[src/rtl/arm7tdmi_ice_watchunit.sv]
// ============================================================================
//  arm7tdmi_ice_watchunit
//  NUM_UNITS address/data watch comparators with pass counts, chaining and a
//  halt-request/acknowledge/restart handshake toward the core.
//  Revision: 1.0
// ============================================================================
`default_nettype none

module arm7tdmi_ice_watchunit #(
  parameter int NUM_UNITS = 4,
  parameter int CNT_W     = 8,
  parameter int RA_W      = $clog2(NUM_UNITS) + 3
) (
  input  logic                 clk,
  input  logic                 rst_n,
  input  logic                 reg_wr,
  input  logic [RA_W-1:0]      reg_addr,
  input  logic [31:0]          reg_wdata,
  output logic [31:0]          reg_rdata,
  input  logic                 bus_valid,
  input  logic                 bus_exec,
  input  logic [31:0]          bus_addr,
  input  logic [31:0]          bus_data,
  input  logic                 bus_rw,
  input  logic                 dbgack,
  input  logic                 restart,
  output logic                 debug_req,
  output logic                 breakpoint,
  output logic                 watchpoint,
  output logic [NUM_UNITS-1:0] hit_vec,
  output logic                 halted
);

  localparam logic [RA_W-2:0] c_glb_status = (RA_W-1)'(0);
  localparam logic [RA_W-2:0] c_glb_gctrl  = (RA_W-1)'(1);

  typedef enum logic [1:0] {
    ST_IDLE   = 2'd0,
    ST_REQ    = 2'd1,
    ST_HALTED = 2'd2,
    ST_RESUME = 2'd3
  } state_t;

  state_t state_q;
  logic   debug_req_q, breakpoint_q, watchpoint_q, halted_q;

  logic [NUM_UNITS-1:0][31:0]      val_q,  val_d;
  logic [NUM_UNITS-1:0][31:0]      mask_q, mask_d;
  logic [NUM_UNITS-1:0][5:0]       ctrl_q, ctrl_d;
  logic [NUM_UNITS-1:0][CNT_W-1:0] cnt_q,  cnt_d;
  logic [NUM_UNITS-1:0]            armed_q, armed_d;
  logic [NUM_UNITS-1:0]            status_q, status_d;
  logic                            gen_q, gen_d;

  // Register address decode
  logic            w_is_glb;
  logic [RA_W-2:0] w_low;
  logic [1:0]      w_sel;
  logic [31:0]     w_unit_idx;

  assign w_is_glb   = reg_addr[RA_W-1];
  assign w_low      = reg_addr[RA_W-2:0];
  assign w_sel      = reg_addr[1:0];
  assign w_unit_idx = 32'(w_low >> 2);

  logic [NUM_UNITS-1:0] w_wr_val, w_wr_mask, w_wr_ctrl, w_wr_cnt;
  logic [NUM_UNITS-1:0] w_qmatch, w_fire, w_type;
  logic                 w_idle;

  assign w_idle = (state_q == ST_IDLE);

  genvar gi;
  generate
    for (gi = 0; gi < NUM_UNITS; gi++) begin : g_unit
      logic w_unit_wr, w_type_ok, w_rw_ok, w_addr_ok, w_data_ok, w_chain_ok;

      assign w_unit_wr     = reg_wr & ~w_is_glb & (w_unit_idx == gi);
      assign w_wr_val[gi]  = w_unit_wr & (w_sel == 2'd0);
      assign w_wr_mask[gi] = w_unit_wr & (w_sel == 2'd1);
      assign w_wr_ctrl[gi] = w_unit_wr & (w_sel == 2'd2);
      assign w_wr_cnt[gi]  = w_unit_wr & (w_sel == 2'd3);

      assign w_type[gi] = ctrl_q[gi][1];
      assign w_type_ok  = ctrl_q[gi][1] ? ~bus_exec : bus_exec;
      assign w_rw_ok    = (ctrl_q[gi][3:2] == 2'b01) ? bus_rw  :
                          (ctrl_q[gi][3:2] == 2'b10) ? ~bus_rw : 1'b1;
      assign w_addr_ok  = ((bus_addr ^ val_q[gi]) & mask_q[gi]) == 32'd0;
      // Data-compare watchpoints reuse the address VAL/MASK pair for the data
      assign w_data_ok  = ~(ctrl_q[gi][1] & ctrl_q[gi][5]) |
                          (((bus_data ^ val_q[gi]) & mask_q[gi]) == 32'd0);

      if (gi == 0) begin : g_first
        assign w_chain_ok = 1'b1;
      end else begin : g_chained
        assign w_chain_ok = ~ctrl_q[gi][4] | armed_q[gi];
      end

      assign w_qmatch[gi] = w_idle & gen_q & ctrl_q[gi][0] & bus_valid &
                            w_type_ok & w_rw_ok & w_addr_ok & w_data_ok &
                            w_chain_ok;
      assign w_fire[gi]   = w_qmatch[gi] & (cnt_q[gi] == '0);
    end
  endgenerate

  logic w_wr_status, w_wr_gctrl, w_fire_bp, w_fire_wp;

  assign w_wr_status = reg_wr & w_is_glb & (w_low == c_glb_status);
  assign w_wr_gctrl  = reg_wr & w_is_glb & (w_low == c_glb_gctrl);
  assign w_fire_bp   = |(w_fire & ~w_type);
  assign w_fire_wp   = |(w_fire &  w_type);

  // Next-state for the programmable registers; writes override counting
  always_comb begin
    val_d  = val_q;
    mask_d = mask_q;
    ctrl_d = ctrl_q;
    cnt_d  = cnt_q;
    gen_d  = w_wr_gctrl ? reg_wdata[0] : gen_q;
    for (int i = 0; i < NUM_UNITS; i++) begin
      if (w_qmatch[i] && (cnt_q[i] != '0)) cnt_d[i] = cnt_q[i] - 1'b1;
      if (w_wr_val[i])  val_d[i]  = reg_wdata;
      if (w_wr_mask[i]) mask_d[i] = reg_wdata;
      if (w_wr_ctrl[i]) ctrl_d[i] = reg_wdata[5:0];
      if (w_wr_cnt[i])  cnt_d[i]  = reg_wdata[CNT_W-1:0];
    end
    armed_d  = (armed_q | (w_fire << 1)) & ~w_fire & ~w_wr_ctrl;
    status_d = (w_wr_status ? (status_q & ~reg_wdata[NUM_UNITS-1:0]) : status_q)
               | w_fire;
  end

  always_ff @(posedge clk) begin
    if (!rst_n) begin
      val_q    <= '0;
      mask_q   <= '0;
      ctrl_q   <= '0;
      cnt_q    <= '0;
      armed_q  <= '0;
      status_q <= '0;
      gen_q    <= 1'b0;
    end else begin
      val_q    <= val_d;
      mask_q   <= mask_d;
      ctrl_q   <= ctrl_d;
      cnt_q    <= cnt_d;
      armed_q  <= armed_d;
      status_q <= status_d;
      gen_q    <= gen_d;
    end
  end

  always_ff @(posedge clk) begin
    if (!rst_n) begin
      state_q      <= ST_IDLE;
      debug_req_q  <= 1'b0;
      breakpoint_q <= 1'b0;
      watchpoint_q <= 1'b0;
      halted_q     <= 1'b0;
    end else begin
      case (state_q)
        ST_IDLE: begin
          if (|w_fire) begin
            state_q      <= ST_REQ;
            debug_req_q  <= 1'b1;
            breakpoint_q <= w_fire_bp;
            watchpoint_q <= w_fire_wp;
          end
        end
        ST_REQ: begin
          if (dbgack) begin
            state_q     <= ST_HALTED;
            debug_req_q <= 1'b0;
            halted_q    <= 1'b1;
          end
        end
        ST_HALTED: begin
          if (restart) begin
            state_q  <= ST_RESUME;
            halted_q <= 1'b0;
          end
        end
        ST_RESUME: begin
          if (!dbgack) begin
            state_q      <= ST_IDLE;
            breakpoint_q <= 1'b0;
            watchpoint_q <= 1'b0;
          end
        end
        default: begin
          state_q     <= ST_IDLE;
          debug_req_q <= 1'b0;
          halted_q    <= 1'b0;
        end
      endcase
    end
  end

  always_comb begin
    reg_rdata = 32'd0;
    if (w_is_glb) begin
      if (w_low == c_glb_status)     reg_rdata[NUM_UNITS-1:0] = status_q;
      else if (w_low == c_glb_gctrl) reg_rdata[0] = gen_q;
    end else begin
      for (int i = 0; i < NUM_UNITS; i++) begin
        if (w_unit_idx == i) begin
          case (w_sel)
            2'd0:    reg_rdata = val_q[i];
            2'd1:    reg_rdata = mask_q[i];
            2'd2:    reg_rdata[5:0] = ctrl_q[i];
            default: reg_rdata[CNT_W-1:0] = cnt_q[i];
          endcase
        end
      end
    end
  end

  assign debug_req  = debug_req_q;
  assign breakpoint = breakpoint_q;
  assign watchpoint = watchpoint_q;
  assign halted     = halted_q;
  assign hit_vec    = status_q;

endmodule

`default_nettype wire

[config.mk]
export PLATFORM = sky130hd
export DESIGN_NAME = arm7tdmi_ice_watchunit
export DESIGN_NICKNAME = d
export VERILOG_FILES = /design/src/rtl/arm7tdmi_ice_watchunit.sv
export SDC_FILE = /design/constraint.sdc
export NUM_CORES = 1
export LEC_CHECK = 0
export CORE_ASPECT_RATIO = 0.9
export CORE_MARGIN = 3
export CORE_UTILIZATION = 40
export CTS_BUF_LIST = sky130_fd_sc_hd__clkbuf_8
export DETAILED_ROUTE_END_ITERATION = 10
export PLACE_DENSITY = 0.7
export SLEW_MARGIN = 20
export SYNTH_ARGS = -nofsm -noshare
export SYNTH_HDL_FRONTEND = slang
export SYNTH_SLANG_ARGS = --single-unit
export TNS_END_PERCENT = 10
[constraint.sdc]
create_clock -name clk -period 2.2 [get_ports clk]
set_input_delay 0.33 -clock clk [delete_from_list [all_inputs] [get_ports clk]]
set_output_delay 0.33 -clock clk [all_outputs]
set_load 0.05 [all_outputs]
==> metrics.txt <==
clk slew on worst S/H paths around 0.06 ns; Routed Antenna Nets 0; DIE AREA approximately 50000 um^2; gr usage total between 40% and 50%; failing checks setup timing; busiest grt layer met2; DIE HEIGHT around 210 um; count leader, synth nand2_1; Max Buffers Root-to-Sink 3; Final TNS setup -19.33 ns; Crit Path Max Fanout 3; Mapped Area ~19000 um^2; Data required, critical path roughly 1.9 ns; placed inst area around 26000 um^2; YS warnings 0; post-DP HPWL about 79000 um; final worst slack -0.583 ns; final worst path period need about 2.8 ns; Die X about 230 um; Wirelength per Cell about 29 um; largest net degree at the start of global routing between 80 and 90; ys async rst share 0%; initial antenna violation count 2; Static Leak ~12 nW; status finished with violations; GR Util met3 approximately 9.3%; number of synthesized flops with an enable pin 0; met2 usage between 60 and 70%; post-synth top area cell dfxtp_1; clock skew about 0.022 ns; DRT Pass-1 Iters 6; Hold Fails Final Rpt 0; worst min-delay path category input pin to flip-flop; CTS tree done; Mapped Avg Cell Area between 8 and 9 um^2; fin area ~29000 um^2; area fraction of the dominant cell type after synthesis a little over a third; CTS H-tree depth 2; vias in the first global route about 21000; CORE AREA around 46000 um^2; CP Capture Type output port; #FFs+latches synth 326; CTS root buf clkbuf_8; routed via count between 20000 and 25000; Area growth syn-to-layout 51.8%; Slew Limit Fails 0; clk sinks around 330; slew at the pin closest to its max-slew limit between 0.6 and 0.7 ns; kind of critical path flip-flop to output port; post-synthesis net count 2457; clk_lat worst skew 0.68 ns; IO buf count about 150; RSZ-0062 raised after global routing yes; DR iter-0 viols 3111; Setup-failing EPs final 75; Achievable Freq roughly 0.36 GHz; Critical Path Source Type flip-flop; cell area power density around 500 nW/um^2; met1 Use GR ~58%; Synth top cells by count nand2_1 (592), dfxtp_1 (326), a21oi_1 (323); IO Count roughly 150; routed wire length around 100000 um; sequential-to-total area share from yosys stat roughly a third; worst vdd ir around 490 uV; slew margin rel. around 55%; first-pass GRT wire length 146000 um; Placer Congestion 1.06; fin nets around 3100; Inserted Clock Buffers just under 60; vias per inst ~6.1; row cnt 74; Max Cap Violations 0; unique cell type count in the Yosys netlist slightly above 60; Synth Flop Type dfxtp_1; largest cells by area after synthesis dfxtp_1 (35%), xor2_1 (12%), nand2_1 (12%); Initial Util about two fifths; Antenna diodes 0; gr ovfl total 0; detailed-route DRC error count 0; Syn Inst Count 2340; fin crit share 126%; share of cells above drive strength 1 between 30% and 40%; hold-fix buffers at CTS 0; Critical Path AT ~2.5 ns
==> routing by layer <==
layer	part of all wire, %	vias up
li1	-	9465
met1	40	10755
met2	42	1617
met3	13	294
met4	4.6	2
met5	0.012	-
==> area by class of cell <==
| class | count | area (um^2) |
|---|---|---|
| clock buffers | 70 | 963 |
| clock inverters | 27 | 181 |
| fillers | 3909 | 17400 |
| inverters | 33 | 131 |
| multi-input cells | 1813 | 12500 |
| flip-flops and latches | 326 | 6690 |
| well taps | 608 | 761 |
| repair buffers | 761 | 7330 |
==> cell usage in the layout (no fill, tap or decap), drive strengths merged, types with 3 or more instances in the layout <==
| cell | Yosys | routed |
|---|---|---|
| mux2i | 77 | 77 |
| nor4 | 25 | 25 |
| clkdlybuf4s50 | 0 | 103 |
| or4 | 3 | 3 |
| clkinvlp | 0 | 3 |
| xnor2 | 31 | 31 |
| and3b | 4 | 4 |
| buf | 19 | 649 |
| nor3 | 16 | 16 |
| ha | 8 | 8 |
| mux2 | 11 | 11 |
| xor2 | 256 | 256 |
| nand2b | 5 | 5 |
| and2 | 5 | 5 |
| a31oi | 4 | 4 |
| o21ai | 34 | 34 |
| clkbuf | 149 | 70 |
| o22ai | 28 | 28 |
| or3 | 6 | 6 |
| a2111oi | 3 | 3 |
| clkinv | 1 | 6 |
| nand3 | 22 | 22 |
| nor2b | 3 | 3 |
| nor2 | 75 | 75 |
| nor3b | 8 | 8 |
| dlygate4sd2 | 0 | 8 |
| nand4 | 41 | 41 |
| a211oi | 13 | 13 |
| a221oi | 5 | 5 |
| a21oi | 323 | 323 |
| a22oi | 133 | 133 |
| mux4 | 48 | 48 |
| nand2 | 592 | 592 |
| inv | 32 | 49 |
| dfxtp | 326 | 326 |
| o211ai | 13 | 13 |
==> flip-flops by register name, summed over array words and instances (netlist names) <==
name and cells:
hit_vec 4, breakpoint 1, val_q 128, watchpoint 1
armed_q 3, cnt_q 32, halted 1, ctrl_q 24
debug_req 1, state_q 2, gen_q 1, mask_q 128
==> worst max-delay path, stage by stage (launching register included) <==
cell	delay [ns]
dfxtp_2	0.32
buf_6	0.13
mux4_2	0.50
mux4_2	0.52
inv_2	0.08
o21ai_2	0.06
buf_12	0.16
==> worst paths after layout <==
check | startpoint | end | slack (ns) | depth (start not counted)
hold / removal | reg_addr[4] | gen_q | 0.31 | 5
setup reg to reg | val_q[5] | cnt_q[6] | -0.43 | 9
hold reg to reg | ctrl_q[4] | ctrl_q[4] | 0.48 | 2
setup / recovery | mask_q[35] | reg_rdata[3] | -0.58 | 6
==> cell families (layout without fill, tap and decap cells) <==
group | Yosys count | count (layout) | synth area share (%)
multiplexers | 136 | 136 | 10.5
flip-flops | 326 | 326 | 34.7
XOR/XNOR | 287 | 287 | 13.4
AND/OR/NAND/NOR | 814 | 814 | 18.5
adder cells (fa/ha/maj) | 8 | 8 | 0.532
AO/OA/AOI/OAI | 568 | 568 | 18.1
buffers and inverters | 201 | 891 | 4.22
==> timing repair <==
| action | in CTS | in global routing |
|---|---|---|
| pin swaps | 43 | 27 |
| setup endpoints to repair | 84 | 76 |
| resized for setup | 254 | 55 |
| gates cloned | 0 | 0 |
| setup buffers | 41 | 8 |
| endpoints found under the hold margin | 0 | 0 |
==> where the power goes <==
part / total, mW / switching, mW / internal, mW
combinational: 2.17 / 1.26 / 0.912
clock: 5.88 / 2.80 / 3.09
sequential: 6.00 / 0.0648 / 5.93
==> per-stage QoR <==
step / utilization [%] / setup WS (ns) / power (mW) / hold slack, ns / instances
after floorplan: - / -0.0386 / 6.97 / 0.424 / 2340
after global placement: 56.5 / -1.07 / 8.13 / 0.440 / 3496
after detailed placement: 56.5 / -1.07 / 8.15 / 0.447 / 3496
after CTS: 61.5 / -0.588 / 14.0 / 0.276 / 3630
after global routing: 62.2 / -0.594 / 14.4 / 0.327 / 3638
final: 62.2 / -0.583 / 14.1 / 0.308 / 3638
Note: power is estimated with default switching activity, not from simulation.
